File: src/rtl/pmux_arb.sv
// Registered N-way valid/ready arbiter: fixed-priority or round-robin winner
// selection feeding a single-entry output register with a valid/ready handshake.
module pmux_arb #(
   parameter int N  = 8,
   parameter int W  = 16,
   parameter bit RR = 1'b1,
   localparam int SEL_W = (N > 1) ? $clog2(N) : 1
) (
   input  logic             clk_i,
   input  logic             rst_i,
   input  logic [N-1:0]     valid_i,
   input  logic [N*W-1:0]   data_i,
   output logic [N-1:0]     ready_o,
   output logic [W-1:0]     q_o,
   output logic [SEL_W-1:0] sel_o,
   output logic             q_valid_o,
   input  logic             q_ready_i
);

   logic [SEL_W-1:0] ptr;
   logic [SEL_W-1:0] scan_base;
   logic [SEL_W-1:0] win;
   logic [W-1:0]     win_data;
   logic             found;
   logic             load_en;
   logic             take;

   assign load_en   = !q_valid_o || q_ready_i;
   assign scan_base = RR ? ptr : '0;

   // Scan from scan_base upward with explicit wrap, so non-power-of-two N works.
   always_comb begin
      found = 1'b0;
      win   = '0;
      for (int i = 0; i < N; i++) begin
         int j;
         j = int'(scan_base) + i;
         if (j >= N) j = j - N;
         if (!found && valid_i[j]) begin
            found = 1'b1;
            win   = SEL_W'(j);
         end
      end
   end

   always_comb begin
      win_data = '0;
      for (int k = 0; k < N; k++) begin
         if (win == SEL_W'(k)) win_data = data_i[k*W +: W];
      end
   end

   assign take = load_en && found && !rst_i;

   always_comb begin
      ready_o = '0;
      for (int k = 0; k < N; k++) begin
         ready_o[k] = take && (win == SEL_W'(k));
      end
   end

   always_ff @(posedge clk_i) begin
      if (rst_i) begin
         q_o       <= '0;
         sel_o     <= '0;
         q_valid_o <= 1'b0;
         ptr       <= '0;
      end else if (load_en) begin
         if (found) begin
            q_o       <= win_data;
            sel_o     <= win;
            q_valid_o <= 1'b1;
            if (int'(win) == N - 1) ptr <= '0;
            else                    ptr <= win + SEL_W'(1);
         end else begin
            q_valid_o <= 1'b0;
         end
      end
   end

endmodule

File: config.mk
export PLATFORM = sky130hd
export DESIGN_NAME = pmux_arb
export DESIGN_NICKNAME = d
export VERILOG_FILES = /design/src/rtl/pmux_arb.sv
export SDC_FILE = /design/constraint.sdc
export NUM_CORES = 1
export LEC_CHECK = 0
export ABC_AREA = 1
export BUFFER_PORTS_ARGS = -buffer_cell sky130_fd_sc_hd__buf_2
export CAP_MARGIN = 10
export CORE_ASPECT_RATIO = 1.25
export CORE_UTILIZATION = 48
export CTS_BUF_LIST = sky130_fd_sc_hd__clkbuf_4 sky130_fd_sc_hd__clkbuf_8
export DETAILED_ROUTE_END_ITERATION = 8
export PLACE_DENSITY_LB_ADDON = 0.3
export SETUP_SLACK_MARGIN = 0.1
export SYNTH_ARGS = -nofsm -noshare
export SYNTH_HDL_FRONTEND = slang
export SYNTH_SLANG_ARGS = --single-unit
File: constraint.sdc
create_clock -name clk_i -period 4.38 [get_ports clk_i]
set_clock_uncertainty 0.1 [all_clocks]
set_input_delay 0.657 -clock clk_i [delete_from_list [all_inputs] [get_ports clk_i]]
set_output_delay 0.657 -clock clk_i [all_outputs]
set_load 0.05 [all_outputs]
==> reports/results.ini <==
[run_status]
status=complete, no violations

[worst_setup_path]
cp.arrival_ns=3.29
worstSetupStartpointType=flop
cp-startpoint=ptr[0]
worstPathCellList=inv_2 -> ha_4 -> inv_1 -> nand3_1 -> nand3_2 -> nand2_2 -> nor2_4 -> nand4_4 -> nor2_4 -> nand3_2 -> nand2_8 -> nand2_4 -> inv_4 -> ha_1 -> clkinv_1 -> nor2_4 -> buf_2
r2r_start=ptr[0]
cp-end-kind=output port
critPathMaxStageDelay_ns=0.33
critical_path_class=reg2out
slowest_stage=dfxtp_1
crit_required_ns=3.62
critPathMaxFanout=21
cp_top_family=simple AND/OR/NAND/NOR gates
crit_buf_inv=5
cp_common_cell=nor2_4

[synthesis]
syn-num-nets=740
synth-async-reset-ratio_pct=0
ys_warn_count=0
syn_area_um2=3320
synthCells=593
yosysSeqAreaShare_pct=13.9
synth.distinct_cells=36
synth_edf_count=0
avgSynthCellArea_um2=5.60
synth-main-ff-cell=dfxtp_1
synth-seq-cells=23

[cells_and_area]
nets=884
final_area_um2=4270
final_cells=823
area_growth_pct=28.4
antennaDiodeCount=0
drive_above_1_share_pct=30.8

[job]
cap_viol_max_count=0

[place]
dpl.cell_count=818
dp_slack_ns=0.246
routabilityCongestion=0.942
hpwlAfterDp_um=8890
portBuffers=166
place_area_um2=4150

[timing]
period_share_pct=92.5
drv_slew=0
worst_pin_slew_ns=0.699
slew_headroom_pct=52.9
min_period_ns=4.05
setup_slack_ns=0.328
setup_viol=0
setup_tns_ns=0
hold_violations=0
clock.fmax_mhz=247
rsz0062_at_grt=yes

[routing]
drcViolationCount=0
final_antenna_net_count=0
drt_iter0_drc=326
vias=4327
drt-total-wl_um=11100
avgRoutedWirePerCell_um=13.5
first_pass_iters=5
viasPerCell=5.26

[die]
die_w_um=76.4
dieArea_um2=7260
io_pins=167
initial_core_util_pct=50.3
rows=33
coreArea_um2=6610
die_height_um=95.0

[cts]
clock-sinks=23
postCtsHoldBufs=0
path_clk_slew_ns=0.08
clockRootBuffer=clkbuf_8
cts_made_buffers=3
cts_buffer_depth=2
cts_max_level=1
cts_tree=yes
cts_setup_buffers=0
clk-insertion-delay-late_ns=0.26

[global_routing]
grtUsageTotal_pct=29.5
grt_pass1_vias=3741
grt_start_max_net_pins=36
antenna_found_initial=0
grt_pass1_wl_um=17200
overflow=0

[hold_path]
hold_class=reg2reg
hp-start=sel_o[1]

worst register-to-register path: stages (launching register included):
cell     delay (ns)
dfxtp_1        0.36
inv_2          0.11
ha_4           0.33
inv_1          0.10
nand3_1        0.14
nand3_2        0.11
nand2_2        0.14
nor2_4         0.05
nand2_1        0.11
nor3_2         0.06
nor4_1         0.26
a21oi_1        0.07
nor3_1         0.12
o21ai_1        0.14
inv_1          0.12
ha_2           0.24
buf_4          0.35
nor2_1         0.10
nand4_1        0.11
nand3_1        0.08
nand3_1        0.12
nand3_1        0.08
nand3_1        0.08
nand2_1        0.06
nand2_1        0.14
a21oi_1        0.08
per-layer routing:
metal	share of wire (%)	vias to the layer above	GRT usage (%)
met4	3.5	0	13.1
met3	5.0	30	2.30
met1	42	1892	37.6
met5	0	-	0
li1	-	2220	-
met2	49	185	51.1
Yosys cell counts, types with 2 or more instances:
master | number | area (um2)
buf_2 | 11 | 55.1
inv_4 | 2 | 12.5
xnor2_1 | 2 | 17.5
inv_2 | 2 | 7.51
nor2_4 | 3 | 33.8
nand2_4 | 2 | 22.5
nor4_1 | 3 | 18.8
or2_0 | 21 | 131
dfxtp_1 | 23 | 460
clkbuf_2 | 2 | 10.0
nand4_1 | 32 | 200
or2_1 | 5 | 31.3
xor2_1 | 3 | 26.3
nand3_1 | 105 | 526
ha_1 | 8 | 100
nor2_1 | 33 | 124
or2_2 | 6 | 37.5
clkbuf_1 | 16 | 60.1
inv_1 | 80 | 300
o21ai_0 | 44 | 220
a21oi_1 | 26 | 130
nor3_1 | 5 | 25.0
nand3_2 | 7 | 70.1
nand2_2 | 5 | 31.3
buf_4 | 5 | 37.5
buf_6 | 7 | 78.8
nand2_1 | 126 | 473
per-stage QoR:
step           util (%)  hold slack (ns)
4_1_cts            63.7            0.428
2_1_floorplan         -            0.560
5_1_grt            64.6            0.437
3_5_place_dp       62.8            0.404
3_3_place_gp       62.8            0.390
6_report           64.6            0.423
registers in the layout, summed over array words and instances, names as in the netlist:
name,flops
sel_o,3
ptr,3
q_valid_o,1
q_o,16
kinds of logic (layout without fill, tap and decap cells):
kind of cell             count (synthesis)  after routing  share of synthesized area, %
buffers and inverters                  127            269                          17.1
XOR/XNOR                                 5              5                          1.32
adder cells (fa/ha/maj)                  8              8                          3.01
AO/OA/AOI/OAI                           74             74                          11.4
AND/OR/NAND/NOR                        356            357                          53.3
flip-flops                              23             23                          13.9
final cells by class:
class / instances / area [um2]
clock buffer: 4 / 48.8
fill: 661 / 2340
inverter: 85 / 324
multi-input combinational: 444 / 2380
sequential: 23 / 460
tap: 87 / 109
timing repair buffer: 180 / 943
layout by cell type, fill, tap and decap left out, types with 2 or more instances in the layout:
| cell | instances |
|---|---|
| buf_2 | 163 |
| nand2_1 | 125 |
| nand3_1 | 104 |
| inv_1 | 80 |
| o21ai_0 | 43 |
| nand4_1 | 32 |
| nor2_1 | 28 |
| a21oi_1 | 26 |
| dfxtp_1 | 23 |
| or2_0 | 21 |
| buf_4 | 16 |
| nand3_2 | 8 |
| or2_2 | 6 |
| ha_1 | 6 |
| nand2_2 | 5 |
| nor2_4 | 5 |
| or2_1 | 5 |
| nor4_1 | 3 |
| nor3_1 | 3 |
| nand2_4 | 3 |
| nor2_2 | 3 |
| clkbuf_8 | 3 |
| xnor2_1 | 2 |
| inv_2 | 2 |
| xor2_1 | 2 |
| nor3_2 | 2 |
| inv_4 | 2 |
| clkbuf_4 | 2 |
path summary, 6_finish.rpt:
| path | endpoint | slack, ns | depth (start not counted) |
|---|---|---|---|
| max | ready_o[3] | 0.33 | 17 |
| min | sel_o[1] | 0.42 | 2 |
| max reg2reg | q_o[0] | 0.51 | 25 |
| min reg2reg | sel_o[1] | 0.42 | 2 |
repair_timing:
item	CTS	global route
cloned	0	1
pin swaps	0	1
endpoints found under the setup margin	1	26
gates resized for setup	1	14
Power is left out: the tool's default activity adds up to more than one toggle a clock period on the data nets, which glitch-free logic cannot reach.
